## src/rtl/sg_elem_reader_256_if.sv

```systemverilog
// Bus between the SG data buffer, the element reader and the TX port writer.
// The slave modport is the reader's view; the master modport drives it.
interface sg_elem_reader_256_if #(
  parameter int C_DATA_WIDTH = 256
);
  logic [C_DATA_WIDTH-1:0] BUF_DATA;
  logic                    BUF_DATA_EMPTY;
  logic                    BUF_DATA_REN;
  logic                    VALID;
  logic                    EMPTY;
  logic                    REN;
  logic [63:0]             ADDR;
  logic [31:0]             LEN;

  modport slave (
    input  BUF_DATA, BUF_DATA_EMPTY, REN,
    output BUF_DATA_REN, VALID, EMPTY, ADDR, LEN
  );

  modport master (
    output BUF_DATA, BUF_DATA_EMPTY, REN,
    input  BUF_DATA_REN, VALID, EMPTY, ADDR, LEN
  );
endinterface

```

## src/rtl/sg_elem_reader_256.sv

```systemverilog
// Pops one 256-bit SG word at a time and presents it as a 64-bit address and
// 32-bit length. It holds at most one element and prefetches the next once it is consumed.
module sg_elem_reader_256 #(
  parameter int C_DATA_WIDTH = 256
) (
  input logic                 CLK,
  input logic                 RST,
  sg_elem_reader_256_if.slave bus
);

  typedef enum logic {RD_FETCH, RD_WAIT} rd_state_e;
  typedef enum logic {CAP_IDLE, CAP_RDY} cap_state_e;

  rd_state_e   rd_q, rd_d;
  cap_state_e  cap_q, cap_d;
  logic        inflight_q;
  logic        valid_q, valid_d;
  logic [63:0] addr_q, addr_d;
  logic [31:0] len_q, len_d;
  logic        pop;
  logic        unused_hi;

  // Bits above the length field carry nothing this block uses.
  assign unused_hi = ^bus.BUF_DATA[C_DATA_WIDTH-1:96];

  assign bus.BUF_DATA_REN = (rd_q == RD_FETCH) && !RST;
  assign pop              = bus.BUF_DATA_REN && !bus.BUF_DATA_EMPTY;

  assign bus.VALID = valid_q;
  assign bus.ADDR  = addr_q;
  assign bus.LEN   = len_q;
  assign bus.EMPTY = bus.BUF_DATA_EMPTY && (rd_q == RD_FETCH);

  // NOTE: every variable gets a default before the case so no latch is inferred.
  always_comb begin
    rd_d    = rd_q;
    cap_d   = cap_q;
    valid_d = valid_q;
    addr_d  = addr_q;
    len_d   = len_q;

    case (rd_q)
      RD_FETCH: if (pop) rd_d = RD_WAIT;
      RD_WAIT:  if (bus.REN && valid_q) rd_d = RD_FETCH;
      default:  rd_d = RD_FETCH;
    endcase

    // The word popped last edge is on BUF_DATA now; capture it only then.
    case (cap_q)
      CAP_IDLE: if (inflight_q) begin
        addr_d  = bus.BUF_DATA[63:0];
        len_d   = bus.BUF_DATA[95:64];
        valid_d = 1'b1;
        cap_d   = CAP_RDY;
      end
      CAP_RDY: if (bus.REN) begin
        valid_d = 1'b0;
        cap_d   = CAP_IDLE;
      end
      default: cap_d = CAP_IDLE;
    endcase
  end

  // NOTE: state registers use non-blocking assignments so all of them update
  // from the same pre-edge values.
  always_ff @(posedge CLK) begin
    if (RST) begin
      rd_q       <= RD_FETCH;
      cap_q      <= CAP_IDLE;
      inflight_q <= 1'b0;
      valid_q    <= 1'b0;
      addr_q     <= '0;
      len_q      <= '0;
    end else begin
      rd_q       <= rd_d;
      cap_q      <= cap_d;
      inflight_q <= pop;
      valid_q    <= valid_d;
      addr_q     <= addr_d;
      len_q      <= len_d;
    end
  end

endmodule

```

## src/flat_wrapper.sv

```systemverilog
// flat-port wrapper written by rule: the top's interface ports become plain ports
module sg_elem_reader_256_flat 
#(
  parameter int C_DATA_WIDTH = 256
)
  (CLK, RST, bus_BUF_DATA, bus_BUF_DATA_EMPTY, bus_REN, bus_BUF_DATA_REN, bus_VALID, bus_EMPTY, bus_ADDR, bus_LEN);
  sg_elem_reader_256_if #(.C_DATA_WIDTH(C_DATA_WIDTH)) bus_i ();
  input logic CLK;
  input logic RST;
  input wire logic [$bits(bus_i.BUF_DATA)-1:0] bus_BUF_DATA;
  input wire logic [$bits(bus_i.BUF_DATA_EMPTY)-1:0] bus_BUF_DATA_EMPTY;
  input wire logic [$bits(bus_i.REN)-1:0] bus_REN;
  output wire logic [$bits(bus_i.BUF_DATA_REN)-1:0] bus_BUF_DATA_REN;
  output wire logic [$bits(bus_i.VALID)-1:0] bus_VALID;
  output wire logic [$bits(bus_i.EMPTY)-1:0] bus_EMPTY;
  output wire logic [$bits(bus_i.ADDR)-1:0] bus_ADDR;
  output wire logic [$bits(bus_i.LEN)-1:0] bus_LEN;
  assign bus_i.BUF_DATA = bus_BUF_DATA;
  assign bus_i.BUF_DATA_EMPTY = bus_BUF_DATA_EMPTY;
  assign bus_i.REN = bus_REN;
  assign bus_BUF_DATA_REN = bus_i.BUF_DATA_REN;
  assign bus_VALID = bus_i.VALID;
  assign bus_EMPTY = bus_i.EMPTY;
  assign bus_ADDR = bus_i.ADDR;
  assign bus_LEN = bus_i.LEN;
  sg_elem_reader_256 #(.C_DATA_WIDTH(C_DATA_WIDTH)) u_core (.CLK(CLK), .RST(RST), .bus(bus_i));
endmodule
```

## config.mk

```make
export PLATFORM = sky130hd
export DESIGN_NAME = sg_elem_reader_256_flat
export DESIGN_NICKNAME = d
export VERILOG_FILES = /design/src/rtl/sg_elem_reader_256_if.sv /design/src/rtl/sg_elem_reader_256.sv /design/src/flat_wrapper.sv
export SDC_FILE = /design/constraint.sdc
export NUM_CORES = 1
export LEC_CHECK = 0
export ABC_AREA = 1
export CAP_MARGIN = 10
export CELL_PAD_IN_SITES_DETAIL_PLACEMENT = 0
export CELL_PAD_IN_SITES_GLOBAL_PLACEMENT = 1
export CORE_ASPECT_RATIO = 1.1
export CORE_UTILIZATION = 20
export CTS_CLUSTER_DIAMETER = 40
export DETAILED_ROUTE_END_ITERATION = 8
export PLACE_DENSITY = 0.85
export SYNTH_ARGS = -nofsm -noshare
export SYNTH_HDL_FRONTEND = slang
export SYNTH_SLANG_ARGS = --single-unit
```

## constraint.sdc

```tcl
create_clock -name CLK -period 1.8 [get_ports CLK]
set_clock_uncertainty 0.15 [all_clocks]
set_input_delay 0.18 -clock CLK [delete_from_list [all_inputs] [get_ports CLK]]
set_output_delay 0.18 -clock CLK [all_outputs]
set_load 0.02 [all_outputs]
```

# Word level (Yosys, flattened, before mapping)
# Cells that the tools add are included.
# W data, S select, Z words.
[totals] out_inout_bits=99 inputBits=260 elab_cells=27 register_bits=100
[op_classes] mux=9 n_eq_ne=2 n_reduce_logical=8 bitwise=2
[op_table] cell="$mux W1" n=6
[op_table] cell="$pmux W1 S2" n=3
[op_table] cell="$logic_and A1 B1 Y1" n=4
[op_table] cell="$reduce_and A2 Y1" n=2
[op_table] cell="$logic_not A1 Y1" n=2
[op_table] cell="$ne A2 B1 Y1 const B" n=1
[op_table] cell="$ne A2 B2 Y1 const B" n=1
[op_table] cell="$not A1 Y1" n=2

# Longest topological paths before layout
# Gate-level depths: netlist of the first run.
[depth] ltp_word=5 depth_mapped=7

# Worst setup path before layout of the first run
# No wires, ideal clock.
[synth_path] kind="reg2reg" start="reg u_core.inflight_q" end="reg u_core.addr_q[54] (netlist: u_core.bus.ADDR[54])" arrival_ps=1019 path_buffers=3 path_slack_ps=567 required_time_ps=1586 path_stages_with_launch=8 cell_sequence="dfxtp_1 > buf_2 > inv_2 > nor2_4 > buf_4 > buf_4 > nor2_1 > nor2_1"
[synth_via] elab_chain_cells=1
[synth_lines] element="from (decl)" line="sg_elem_reader_256.sv:16" text="logic inflight_q;"
[synth_lines] element="from (signal assigned)" line="sg_elem_reader_256.sv:77" text="inflight_q <= pop;"
[synth_lines] element="$reduce_and A2 Y1 (no source line)"
[synth_lines] element="to (signal assigned)" line="sg_elem_reader_256.sv:79" text="addr_q <= addr_d;"
[synth_lines] element="to (decl)" line="sg_elem_reader_256.sv:18" text="logic [63:0] addr_q, addr_d;"
# Every way passes these cells.
# A chain may end at the register's enable or synchronous reset.

# Worst setup path in the final report of the first run
[layout_path] start="reg u_core.valid_q (netlist: u_core.bus.VALID)" end="out bus_VALID"
[layout_lines] element="from (decl)" line="sg_elem_reader_256.sv:17" text="logic valid_q, valid_d;"
[layout_lines] element="from (signal assigned)" line="sg_elem_reader_256.sv:78" text="valid_q <= valid_d;"
[layout_lines] element="to (decl)" line="flat_wrapper.sv:14" text="output wire logic [$bits(bus_i.VALID)-1:0] bus_VALID;"
# No word-level cell between the ends.

==> run summary, run 1 <==
Yosys reg bits = 100
Mapped Cells = 639
Crit Path Class = reg2out
Hold Crit Start = bus_BUF_DATA_EMPTY
Post-Syn Nets = 899
CTS Root Cell = clkbuf_16
Core area = 20600 sq um
Xor/xnor share of the synthesized area = 0%
Critical Path Max Stage Delay = 640 ps
LEAKAGE = 3.06 nW
Number of gates resized after cts = 0
CP delay by family, top = buffers and inverters
Dominant cells by area after synthesis = dfxtp_1 (48%), nor2_1 (18%), nand3_1 (11%)
Final Non-Filler Cells = 1078
Cell variety after synth = 14
Flop2flop setup slack = 290 ps
Initial antenna violation count = 0
Rows = 55
CP startpoint kind = flip-flop
Total Routing Usage GR = 11.6%
Clock buffer depth = 2
Port buffer count = 198
VDD IR max = 395 uV
Die W = 140 microns
WL/cell = 11.6 microns
# fillers = 2236
Reg2reg end = u_core.bus.LEN[12]
Vias in the first global route = 4025
Drt drc = 0
Outcome = completed
First-pass GRT wire length = 19900 microns
P&R area growth vs syn = 61.3%
Clock Power Share = 34.7%
Synth Area in Adders = 0%
Final worst-path cycle share = 92.5%
WP data required = 1470 ps
Origin of the worst setup path = u_core.bus.VALID
Die Ht = 154 microns
Total routed wirelength = 12500 microns
Main combinational cell family by area after synthesis = simple AND/OR/NAND/NOR gates
GP Congestion = 0.704
Die area = 21500 sq um
Post-synthesis simple-gate area fraction = 38.4%
Post-synth EDFFs = 0
Clock-pin transition on the worst setup and hold timing paths = 70 ps
Synth Flop Type = dfxtp_1
Starting Density = 20.4%
PD cells = 836 nW/um^2
Top-Level Pins = 359
Setup TNS = 0 ps
Reg2Reg Depth = 5
Seq/Total Area, Yosys = 47.7%
# setup viols final = 0
Share of the synthesized area in the top cell type = 47.7%
Place WS = 97.6 ps
Dpl cells = 1062
Total CTS buffers = 9
Share of cells above drive strength 1 = 3.77%
Dpl hpwl = 8480 microns
Largest net degree at the start of global routing = 64
Switching Share = 27.9%
Worst path bufs/invs = 1
Max-Cap Viols = 0
Seq pwr share = 43.4%
Syn Area/Cell = 6.56 sq um
RSZ-0062 raised after global routing = no
Detailed Routing Iterations Pass 1 = 4
Internal Pwr Total = 4.07 mW
Tmin final = 1660 ps
WP data arrival = 1330 ps
Max frequency = 601 MHz
Synth area leader = dfxtp_1
Hold Fails Final Rpt = 0
Clk_lat worst skew = 350 ps
Slowest-stage cell, CP = clkdlybuf4s50_1
Worst hold path type = in2reg
Register area = 2010 sq um
Number of antenna diodes = 0
Pwr Total = 5.65 mW
Synth warn = 0
H-tree Lvls = 3
Most common cell in the synthesized netlist = nor2_1
Comb pwr share = 21.9%
Crit-path max FO = 3
Post-synth top cells = nor2_1 (198), dfxtp_1 (100), nand2_1 (99)
CTS tree = done
Via density = 3.95
Compound-Gate Fraction of Synth Area = 0.239%
Crit-path cells = clkdlybuf4s50_1
Overflow after GRT = 0
Fin util = 32.9%
R2r startpoint = u_core.cap_q
Cell count along the critical path = 1
Worst-margin pin slew = 311 ps
Vias post-DR = 4260
Slew HR = 79.2%
Worst setup EP type = output pin
Sw Pwr = 1.58 mW
Multi-input logic area = 1620 sq um
CP Capture Point = bus_VALID
Post-CTS Setup Bufs = 0
Multiplexer share of the synthesized area = 0%
Hold-fix buffers, CTS = 0
Synth async-reset ratio = 0%
Max Slew Vio Count = 0
Final WS setup = 136 ps
Nets = 1077
Detail Route Antenna Nets = 0
Clk sinks = 100
Mapped cell area = 4190 sq um
DR iter-0 viols = 102
registers in the layout, indices dropped and copies added, names as in the netlist:
register	count
u_core.bus.ADDR	64
u_core.bus.LEN	32
u_core.bus.VALID	1
u_core.cap_q	1
u_core.inflight_q	1
u_core.rd_q	1
layout make-up:
cell class	instances	share of cell area, %
Timing Repair Buffer	208	31.7
Tap cell	256	4.74
Inverter	101	5.62
Clock buffer	10	3.39
Multi-Input combinational cell	397	24.0
Clock inverter	6	0.925
Sequential cell	100	29.7
power by group through the flow:
stage / clock network [mW] / logic (mW) / registers (mW)
floorplan: 0 / 0.431 / 2.68
global placement: 0 / 1.25 / 2.50
detailed placement: 0 / 1.25 / 2.50
CTS: 2.07 / 1.26 / 2.45
global route: 2.14 / 1.36 / 2.47
finish: 1.96 / 1.24 / 2.45
cells in the final DEF (no fill, tap or decap), types with 2 or more instances in the layout:
cell,Yosys,routed
clkinv_2,0,4
inv_2,3,2
buf_12,0,7
dfxtp_1,100,99
nand2_1,99,99
nand3_1,96,96
nor2_1,198,198
clkdlybuf4s50_1,0,196
inv_1,98,98
buf_4,4,4
clkbuf_16,0,9
worst min-delay path by stage:
| stage | to | slack, ps | cells past startpoint |
|---|---|---|---|
| 2_1_floorplan | u_core.inflight_q | 100 | 1 |
| 3_3_place_gp | u_core.bus.ADDR[19] | 310 | 2 |
| 3_5_place_dp | u_core.bus.ADDR[60] | 320 | 2 |
| 4_1_cts | u_core.inflight_q | 230 | 2 |
| 5_1_grt | u_core.inflight_q | 240 | 2 |
| 6_report | u_core.inflight_q | 250 | 2 |
logic make-up after synthesis:
logic type | Yosys count
AOI/OAI and AO/OA | 2
buffers and inverters | 142
DFF | 100
and+or+nand+nor | 395
per-stage QoR:
| step | cell area [sq um] | hold WS, ps |
|---|---|---|
| 6_report | 6760 | 249 |
| 5_1_grt | 6760 | 235 |
| 4_1_cts | 6760 | 232 |
| 3_5_place_dp | 6470 | 319 |
| 3_3_place_gp | 6470 | 312 |
| 2_1_floorplan | 4190 | 101 |
routing by layer:
layer,up-vias,track usage [%],wire (microns)
met2,163,18.0,5120
met5,-,0,0
li1,2247,-,-
met4,0,4.24,167
met3,11,5.11,1350
met1,1839,14.2,5830
No activity file was read; power rests on OpenSTA's default activity.
==> run 2, diff against run 1 <==
Settings changed: CTS_CLUSTER_SIZE from default to 8.
==> results of run 2 <==
Final layout, timing and power as in run 1 (identical DEF).
